$ cat src/rtl/id_ex_pipe_reg.sv
// ID/EX pipeline register: stall holds, flush or an invalid decode writes a bubble, jr is detected on load.
// Optional ID_EX_PERF_CNT_EN adds saturating bubble/stall counters; otherwise both counters read 0.
module id_ex_pipe_reg #(
  parameter int DATA_W = 32,
  parameter int ADDR_W = 5
) (
  input  logic              clk,
  input  logic              rst_n,
  input  logic              stall,
  input  logic              flush,
  input  logic              id_valid,
  input  logic [1:0]        id_alu_op,
  input  logic [5:0]        id_funct,
  input  logic              id_reg_write,
  input  logic              id_mem_read,
  input  logic              id_mem_write,
  input  logic              id_mem_to_reg,
  input  logic              id_alu_src,
  input  logic              id_reg_dst,
  input  logic [DATA_W-1:0] id_rs_data,
  input  logic [DATA_W-1:0] id_rt_data,
  input  logic [DATA_W-1:0] id_imm,
  input  logic [ADDR_W-1:0] id_rs,
  input  logic [ADDR_W-1:0] id_rt,
  input  logic [ADDR_W-1:0] id_rd,
  output logic              ex_valid,
  output logic [1:0]        ex_alu_op,
  output logic [5:0]        ex_funct,
  output logic              ex_reg_write,
  output logic              ex_mem_read,
  output logic              ex_mem_write,
  output logic              ex_mem_to_reg,
  output logic              ex_alu_src,
  output logic              ex_reg_dst,
  output logic [DATA_W-1:0] ex_rs_data,
  output logic [DATA_W-1:0] ex_rt_data,
  output logic [DATA_W-1:0] ex_imm,
  output logic [ADDR_W-1:0] ex_rs,
  output logic [ADDR_W-1:0] ex_rt,
  output logic [ADDR_W-1:0] ex_rd,
  output logic              ex_jr,
  output logic [31:0]       bubble_cnt,
  output logic [31:0]       stall_cnt
);

  typedef struct packed {
    logic              valid;
    logic [1:0]        alu_op;
    logic [5:0]        funct;
    logic              reg_write;
    logic              mem_read;
    logic              mem_write;
    logic              mem_to_reg;
    logic              alu_src;
    logic              reg_dst;
    logic              jr;
    logic [DATA_W-1:0] rs_data;
    logic [DATA_W-1:0] rt_data;
    logic [DATA_W-1:0] imm;
    logic [ADDR_W-1:0] rs;
    logic [ADDR_W-1:0] rt;
    logic [ADDR_W-1:0] rd;
  } ex_bus_t;

  ex_bus_t r_ex;
  ex_bus_t w_id;
  logic    w_bubble;
  logic    w_stall;

  // An invalid decode on a load edge is treated as a bubble so EX never sees stray control.
  assign w_bubble = flush | (~stall & ~id_valid);
  assign w_stall  = stall & ~flush;

  always_comb begin
    w_id            = '0;
    w_id.valid      = id_valid;
    w_id.alu_op     = id_alu_op;
    w_id.funct      = id_funct;
    w_id.reg_write  = id_reg_write;
    w_id.mem_read   = id_mem_read;
    w_id.mem_write  = id_mem_write;
    w_id.mem_to_reg = id_mem_to_reg;
    w_id.alu_src    = id_alu_src;
    w_id.reg_dst    = id_reg_dst;
    w_id.jr         = id_valid & ({id_alu_op, id_funct} == 8'b00_001000);
    w_id.rs_data    = id_rs_data;
    w_id.rt_data    = id_rt_data;
    w_id.imm        = id_imm;
    w_id.rs         = id_rs;
    w_id.rt         = id_rt;
    w_id.rd         = id_rd;
  end

  always_ff @(posedge clk or negedge rst_n) begin
    if (!rst_n)        r_ex <= '0;
    else if (w_bubble) r_ex <= '0;
    else if (!stall)   r_ex <= w_id;
  end

  assign ex_valid      = r_ex.valid;
  assign ex_alu_op     = r_ex.alu_op;
  assign ex_funct      = r_ex.funct;
  assign ex_reg_write  = r_ex.reg_write;
  assign ex_mem_read   = r_ex.mem_read;
  assign ex_mem_write  = r_ex.mem_write;
  assign ex_mem_to_reg = r_ex.mem_to_reg;
  assign ex_alu_src    = r_ex.alu_src;
  assign ex_reg_dst    = r_ex.reg_dst;
  assign ex_jr         = r_ex.jr;
  assign ex_rs_data    = r_ex.rs_data;
  assign ex_rt_data    = r_ex.rt_data;
  assign ex_imm        = r_ex.imm;
  assign ex_rs         = r_ex.rs;
  assign ex_rt         = r_ex.rt;
  assign ex_rd         = r_ex.rd;

`ifdef ID_EX_PERF_CNT_EN
  logic [31:0] r_bubble_cnt;
  logic [31:0] r_stall_cnt;

  // Saturating counters; only reset clears them.
  always_ff @(posedge clk or negedge rst_n) begin
    if (!rst_n) begin
      r_bubble_cnt <= '0;
      r_stall_cnt  <= '0;
    end else begin
      if (w_bubble && (r_bubble_cnt != 32'hFFFF_FFFF)) r_bubble_cnt <= r_bubble_cnt + 32'd1;
      if (w_stall  && (r_stall_cnt  != 32'hFFFF_FFFF)) r_stall_cnt  <= r_stall_cnt + 32'd1;
    end
  end

  assign bubble_cnt = r_bubble_cnt;
  assign stall_cnt  = r_stall_cnt;
`else
  logic w_unused;
  assign w_unused   = w_stall;
  assign bubble_cnt = 32'd0;
  assign stall_cnt  = 32'd0;
`endif

endmodule

$ cat config.mk
export PLATFORM = sky130hd
export DESIGN_NAME = id_ex_pipe_reg
export DESIGN_NICKNAME = d
export VERILOG_FILES = /design/src/rtl/id_ex_pipe_reg.sv
export SDC_FILE = /design/constraint.sdc
export NUM_CORES = 1
export LEC_CHECK = 0
export BUFFER_PORTS_ARGS = -buffer_cell sky130_fd_sc_hd__buf_2
export CELL_PAD_IN_SITES_DETAIL_PLACEMENT = 2
export CELL_PAD_IN_SITES_GLOBAL_PLACEMENT = 2
export CORE_MARGIN = 2
export CORE_UTILIZATION = 23
export CTS_CLUSTER_DIAMETER = 60
export CTS_CLUSTER_SIZE = 10
export DETAILED_ROUTE_END_ITERATION = 8
export GPL_ROUTABILITY_DRIVEN = 0
export HOLD_SLACK_MARGIN = 0.02
export PLACE_DENSITY = 0.87
export SYNTH_ARGS = -nofsm -noshare
export SYNTH_HDL_FRONTEND = slang
export SYNTH_SLANG_ARGS = --single-unit
$ cat constraint.sdc
create_clock -name clk -period 0.8 [get_ports clk]
set_clock_uncertainty 0.2 [all_clocks]
set_input_delay 0.04 -clock clk [delete_from_list [all_inputs] [get_ports clk]]
set_output_delay 0.04 -clock clk [all_outputs]
set_load 0.01 [all_outputs]
==> results of run 1 <==
==> metal layers <==
metal | vias up | part of all wire | global-route usage
met1 | 2779 | 0.35 | 0.208
met3 | 61 | 0.066 | 0.0609
li1 | 2433 | - | -
met4 | 0 | 0.034 | 0.0817
met5 | - | 0 | 0
met2 | 281 | 0.55 | 0.377
==> final cells by class <==
cell class,count,share of cell area
Sequential cell,127,0.299
Timing Repair Buffer,506,0.393
Antenna cell,3,0.000706
Clock buffer,18,0.0403
Tap cell,324,0.0381
Multi-Input combinational cell,322,0.216
Clock inverter,14,0.0126
Inverter,1,0.000353
==> worst max-delay path, cell delays in order, from the launching register on <==
cell,delay [ns]
dfrtp_1,0.43
buf_6,0.14
buf_6,0.11
==> per-stage QoR <==
| step | setup slack (ns) | hold slack [ns] | power, uW |
|---|---|---|---|
| after floorplan | -0.181 | -0.456 | 8410 |
| after global placement | -0.336 | -0.330 | 9230 |
| after detailed placement | -0.395 | -0.327 | 9340 |
| after CTS | -0.525 | -0.308 | 17700 |
| after global routing | -0.560 | -0.296 | 19200 |
| final | -0.524 | -0.312 | 18500 |
==> worst min path at each step <==
stage	start	depth (start not counted)	end	slack, ns
3_5_place_dp	rst_n	1	ex_rs_data[3]	-0.33
4_1_cts	id_funct[1]	4	ex_jr	-0.31
3_3_place_gp	rst_n	1	ex_rs_data[10]	-0.33
6_report	flush	2	ex_jr	-0.31
5_1_grt	flush	2	ex_jr	-0.30
2_1_floorplan	rst_n	0	ex_alu_op[0]	-0.46
==> cells in the mapped netlist <==
| master | n | area share |
|---|---|---|
| a21oi_1 | 1 | 0.00087 |
| buf_2 | 9 | 0.0079 |
| buf_4 | 64 | 0.084 |
| buf_6 | 20 | 0.039 |
| conb_1 | 1 | 0.00066 |
| dfrtp_1 | 127 | 0.56 |
| inv_1 | 1 | 0.00066 |
| mux2i_1 | 125 | 0.22 |
| nand2_1 | 1 | 0.00066 |
| nand3_1 | 1 | 0.00087 |
| nor2_1 | 125 | 0.082 |
| nor3_1 | 1 | 0.00087 |
| nor4b_1 | 1 | 0.0015 |
| nor4b_2 | 1 | 0.0026 |
| o21ai_0 | 1 | 0.00087 |
| o21bai_2 | 1 | 0.0020 |
==> power breakdown <==
part / leakage, uW / switching (uW) / internal [uW]
Clock: 0.000265 / 3320 / 4330
Combinational: 0.00363 / 1840 / 2000
Sequential: 0.00171 / 276 / 6730
Total: 0.00560 / 5430 / 13100
==> logic make-up after synthesis <==
group / count (synthesis) / share of synthesized area
mux: 125 / 0.219
buf+inv: 94 / 0.132
simple gates: 130 / 0.0887
other cells: 1 / 0.000656
flops: 127 / 0.556
compound gates: 3 / 0.00372
==> what timing repair did <==
| item | 4_1_cts | 5_1_grt |
|---|---|---|
| setup endpoints to repair | 254 | 381 |
| setup buffers | 45 | 63 |
| pin swaps | 5 | 38 |
| cloned | 0 | 0 |
| gates resized for setup | 54 | 126 |
| hold buffers | 115 | 2 |
| hold endpoints to repair | 254 | 150 |
==> results.toml, run 1 <==
[clocking]
cts_tree = "done"
clk_path_buf_depth = 2
clk_pin_slew_worst_paths_ns = 0.06
ctsRootBufferMaster = "clkbuf_16"
cts_made_buffers = 17
htree_levels = 4
cts.sinks = 127
insertion_delay_ns = 0.41

[power_and_ir_drop]
total_leakage_power_uw = 0.00560
peakVddDrop_v = 0.000925
power_density_nw_per_um2 = 1740

[critical_path]
worstRegToRegCells = 4
crit_path_start_kind = "register"
crit_end = "ex_imm[23]"
crit_start = "ex_imm[23]"
cp.arrival_ns = 1.08
cp.required_ns = 0.56
worstSetupEndpointType = "output pin"
path_max_fanout = 2
path_class = "reg -> out"
timing.rr.end = "ex_rs_data[5]"
reg2reg_from = "ex_rs_data[5]"
reg2reg_setup_slack_ns = -0.47

[layout]
final_cell_mix = "buf_2, dfrtp_1, dlygate4sd3_1"
final_area_um2 = 10600
n_fill_cell = 2558
fin_util = 0.436
final_nets = 1105
layout-drive-gt1-share = 0.483
stdcell_count = 1315
final_common_cell = "buf_2"
area_growth_pct = 86.1
multi_input_area_um2 = 2300
seq_area_um2 = 3180

[placement]
dpl.cell_count = 1071
post_dp_cell_area_um2 = 7350
numPortBuffers = 256
hpwl_mm = 14.6

[global_route]
antenna_found_initial = 3
grt_max_degree = 45
grt_pass1_wl_mm = 39.5
track_usage = 0.201
overflow = 0
grt_pass1_vias = 6343

[hold_path]
hold_path.class = "in -> reg"

[timing]
fin_crit_sh = 1.65
hold_viol = 22
rsz0062_at_grt = "yes"
final.min_clock_period_ns = 1.32
holdWs_ns = -0.312
worst_slew_pin_slew_ns = 0.801
fmax_mhz = 755
relSlewSlack = 0.464
setup_viol = 381
setup_tns_ns = -120.14
finalWorstSetupSlack_ns = -0.524
slew_violations = 0

[drt]
wire_per_inst_um = 23.1
wirelength_mm = 30.4
vias = 5554
post-route-drc-count = 0
drt-pass1-iter-count = 4
drtIter0Drc = 188
vias_per_cell = 4.22
ant_nets = 0

[flow_run]
max_cap_violations = 0

[status]
outcome = "finished, violations left"
violations = "negative hold slack, negative setup slack"

[logic_synthesis]
synth_area_um2 = 5720
ys_seq_area_frac = 0.556
ys_types = 16
synth_warnings = 0
netlist_instances = 480
synth_seq_cells = 127
synth_area_per_cell_um2 = 11.9

[die]
start_util = 0.234
rows = 57
core_um2 = 24400
io_pins = 321
die_area_um2 = 26100
die_h_um = 162
die_w_um = 162
(Power assumes the default switching activity.)
==> run 2: changes to the inputs <==
--- a/config.mk
+++ b/config.mk
@@ -9,13 +9,14 @@
 export CELL_PAD_IN_SITES_DETAIL_PLACEMENT = 2
 export CELL_PAD_IN_SITES_GLOBAL_PLACEMENT = 2
 export CORE_MARGIN = 2
-export CORE_UTILIZATION = 23
+export CORE_UTILIZATION = 28
 export CTS_CLUSTER_DIAMETER = 60
 export CTS_CLUSTER_SIZE = 10
 export DETAILED_ROUTE_END_ITERATION = 8
 export GPL_ROUTABILITY_DRIVEN = 0
 export HOLD_SLACK_MARGIN = 0.02
-export PLACE_DENSITY = 0.87
+export PLACE_DENSITY = 0.95
+export SKIP_CTS_REPAIR_TIMING = 1
 export SYNTH_ARGS = -nofsm -noshare
 export SYNTH_HDL_FRONTEND = slang
 export SYNTH_SLANG_ARGS = --single-unit
==> constraint.sdc (replaced) <==
create_clock -name clk -period 1.6 [get_ports clk]
set_clock_uncertainty 0.2 [all_clocks]
set_input_delay 0.08 -clock clk [delete_from_list [all_inputs] [get_ports clk]]
set_output_delay 0.08 -clock clk [all_outputs]
set_load 0.01 [all_outputs]
==> results.toml, run 2 (synthesized netlist as in run 1, its figures left out) <==
[timing]
slew_violations = 0
setup_viol = 2
final.min_clock_period_ns = 1.64
fin_crit_sh = 1.03
hold_viol = 0
finalWorstSetupSlack_ns = -0.0444
fmax_mhz = 608

[clocking]
cts_made_buffers = 17
clk_pin_slew_worst_paths_ns = 0.06
cts.sinks = 127
insertion_delay_ns = 0.40
htree_levels = 4
cts_tree = "done"
clk_path_buf_depth = 2
ctsRootBufferMaster = "clkbuf_16"

[global_route]
grtUsageMet3 = 0.0401
overflow = 0
grt_pass1_wl_mm = 28.0
antenna_found_initial = 1
grtUsageMet2 = 0.324
track_usage = 0.170
grt_max_degree = 73
grt_pass1_vias = 4952
use_met1 = 0.178
grt_busiest_layer = "met2"

[layout]
final_area_um2 = 9020
final_nets = 1004
layout-drive-gt1-share = 0.337
final_cell_mix = "buf_2, dlygate4sd3_1, dfrtp_1"
final_common_cell = "buf_2"
area_growth_pct = 57.8
stdcell_count = 1158
fin_util = 0.449

[flow_run]
max_cap_violations = 0

[power_and_ir_drop]
total_leakage_power_uw = 0.00499
power_uw = 9030
power_density_nw_per_um2 = 1000
peakVddDrop_v = 0.000659

[die]
die_h_um = 147
die_w_um = 147
start_util = 0.284
die_area_um2 = 21600
io_pins = 321
core_um2 = 20100
rows = 52

[placement]
numPortBuffers = 256
hpwl_mm = 13.6
dpl.cell_count = 986
post_dp_cell_area_um2 = 7020
preCtsSetupSlack_ns = 0.289

[hold_path]
hold_path.class = "in -> reg"

[drt]
drtIter0Drc = 147
drt-pass1-iter-count = 4
vias_per_cell = 4.41
wirelength_mm = 25.8
ant_nets = 0
post-route-drc-count = 0
wire_per_inst_um = 22.3
vias = 5104

[status]
outcome = "finished, violations left"
violations = "negative setup slack"

[critical_path]
path_max_fanout = 2
worstSetupEndpointType = "register"
crit_path_start_kind = "register"
cp.arrival_ns = 1.74
cp.required_ns = 1.69
path_class = "reg -> reg"
-- run 2: changes by cell type in the layout (fill, tap and decap cells not counted), sizes merged --
cell         before  now
buf             394  266
dlygate4sd3     112  139
diode             3    1
clkinv            5    3
bufinv            1    3
-- run 2: final timing paths --
path                           start             to  slack [ns]  cells after the start
max in group asynchronous      rst_n  ex_rt_data[3]        0.05                      4
min in group asynchronous      rst_n     ex_imm[17]        0.54                      3
setup reg to reg           ex_imm[9]      ex_imm[9]       -0.04                      3
hold / removal                 stall          ex_jr        0.03                      4
setup / recovery           ex_imm[9]      ex_imm[9]       -0.04                      3
hold reg to reg             ex_valid       ex_valid        0.32                      2
-- run 2: critical path, cell delays in order (launching register included) --
cell,delay [ns]
dfrtp_1,0.39
mux2i_1,0.08
dlygate4sd3_1,0.59
nor2_1,0.26
-- run 2: area by class of cell --
class | count | area [um^2]
diodes | 1 | 2.50
clock buffers | 18 | 429
clock inverters | 14 | 181
fillers | 2088 | 11100
inverters | 1 | 3.75
multi-input cells | 322 | 2030
flip-flops and latches | 127 | 3180
well taps | 270 | 338
repair buffers | 405 | 2860
-- run 2: layer usage --
metal	vias to the layer above	share of wire
met5	-	0
met4	0	0.040
met3	61	0.052
met2	248	0.56
met1	2566	0.35
li1	2229	-
-- run 2: through the flow --
stage	TNS, ns	hold WS [ns]
after floorplan	0	-0.416
after global routing	-0.388	0.0719
after CTS	0	-0.633
after detailed placement	0	-0.180
final	-0.0819	0.0325
after global placement	0	-0.181
-- run 2: report_power, final --
part           switching (uW)  internal [uW]
Combinational             770            670
Sequential                109           3360
Clock                    1640           2480
==> run 3: changes to the inputs <==
--- a/config.mk
+++ b/config.mk
@@ -8,6 +8,7 @@
 export BUFFER_PORTS_ARGS = -buffer_cell sky130_fd_sc_hd__buf_2
 export CELL_PAD_IN_SITES_DETAIL_PLACEMENT = 2
 export CELL_PAD_IN_SITES_GLOBAL_PLACEMENT = 2
+export CORE_ASPECT_RATIO = 2
 export CORE_MARGIN = 2
 export CORE_UTILIZATION = 28
 export CTS_CLUSTER_DIAMETER = 60
@@ -17,6 +18,7 @@
 export HOLD_SLACK_MARGIN = 0.02
 export PLACE_DENSITY = 0.95
 export SKIP_CTS_REPAIR_TIMING = 1
+export SLEW_MARGIN = 20
 export SYNTH_ARGS = -nofsm -noshare
 export SYNTH_HDL_FRONTEND = slang
 export SYNTH_SLANG_ARGS = --single-unit
==> results.toml, run 3 (synthesized netlist as in run 1, its figures left out) <==
[status]
outcome = "complete, no violations"

[power_and_ir_drop]
power_density_nw_per_um2 = 1010
peakVddDrop_v = 0.000657
power_uw = 9080
total_leakage_power_uw = 0.00499

[clocking]
cts_made_buffers = 17
ctsRootBufferMaster = "clkbuf_16"
clk_pin_slew_worst_paths_ns = 0.05
htree_levels = 4
clk_path_buf_depth = 2
cts.sinks = 127
cts_tree = "done"
insertion_delay_ns = 0.41

[layout]
diodes = 0
stdcell_count = 1151
final_cell_mix = "buf_2, dlygate4sd3_1, dfrtp_1"
final_common_cell = "buf_2"
multi_input_area_um2 = 2030
area_growth_pct = 57.7
layout-drive-gt1-share = 0.334
seq_area_um2 = 3180
fin_util = 0.447
n_fill_cell = 2132
final_nets = 1003

[flow_run]
max_cap_violations = 0

[die]
core_um2 = 20200
die_w_um = 105
rows = 74
start_util = 0.283
die_h_um = 206
io_pins = 321
die_area_um2 = 21600

[critical_path]
crit_path_start_kind = "register"
path_class = "reg -> reg"
critical-path-top-delay-family = "buffers and inverters"
critical_path.slowest_cell = "dlygate4sd3_1"
reg2reg_from = "ex_rs_data[31]"
worstSetupEndpointType = "register"
worst_path_largest_cell_delay_ns = 0.56
path_max_fanout = 2
path_buf_inv = 1
cp.arrival_ns = 1.67
crit_start = "ex_rs_data[31]"
crit_chain = "mux2i_1, dlygate4sd3_1, nor2_1"
cp.required_ns = 1.70

[global_route]
track_usage = 0.170
grt_max_degree = 74
grt_pass1_vias = 4824
overflow = 0
grt_pass1_wl_mm = 28.3
antenna_found_initial = 0

[drt]
post-route-drc-count = 0
vias_per_cell = 4.36
wire_per_inst_um = 22.0
vias = 5019
wirelength_mm = 25.3
drt-pass1-iter-count = 6
drtIter0Drc = 135
ant_nets = 0

[placement]
preCtsSetupSlack_ns = 0.262
hpwl_mm = 14.1
dpl.cell_count = 981
numPortBuffers = 256

[timing]
final.min_clock_period_ns = 1.57
fmax_mhz = 637
slew_violations = 0
setup_tns_ns = 0
setup_viol = 0
finalWorstSetupSlack_ns = 0.0305
hold_viol = 0
fin_crit_sh = 0.981

[hold_path]
hold_path.class = "in -> async"
[run 3: changes by cell type in the layout (fill, tap and decap cells not counted), moves of 2 or more]
cell / previous run / this run
inv_6: 4 / 0
clkbuf_8: 0 / 2
clkinv_2: 0 / 2
clkinv_4: 3 / 1
[run 3: per-stage QoR]
| stage | instance area, um^2 | hold slack, ns |
|---|---|---|
| floorplan | 5950 | -0.416 |
| global placement | 7000 | -0.0998 |
| detailed placement | 7000 | -0.0932 |
| CTS | 7620 | -0.541 |
| global route | 9010 | 0.0699 |
| finish | 9010 | 0.0538 |
[run 3: layout make-up]
cell class / instances / area share
inverter: 1 / 0.000416
multi-input combinational: 322 / 0.225
clock buffer: 21 / 0.0511
clock inverter: 10 / 0.0179
tap: 266 / 0.0369
sequential: 127 / 0.353
timing repair buffer: 404 / 0.316
[run 3: worst paths after layout]
check                                      end  slack [ns]  cells past startpoint
max in group asynchronous            ex_imm[2]        0.77                      3
worst max-delay path            ex_rs_data[31]        0.03                      3
worst min register to register  ex_rt_data[30]        0.32                      2
worst min-delay path            ex_rs_data[24]        0.05                      3
worst max register to register  ex_rs_data[31]        0.03                      3
min in group clk                         ex_jr        0.07                      4
[run 3: report_power, final]
group | total, uW | switching, uW | internal [uW]
Clock | 4170 | 1490 | 2680
Sequential | 3480 | 117 | 3370
Combinational | 1430 | 760 | 668
[run 3: per-layer routing]
layer  share of wire  vias to the layer above  global-route usage
met1            0.38                     2463               0.201
met5               0                        -                   0
met2            0.52                      284               0.289
met4           0.028                        0              0.0486
li1                -                     2230                   -
met3           0.071                       42              0.0618
[run 3: worst min-delay path, cell delays in order]
cell	delay, ns
dlygate4sd3_1	0.56
buf_4	0.15
buf_12	0.25
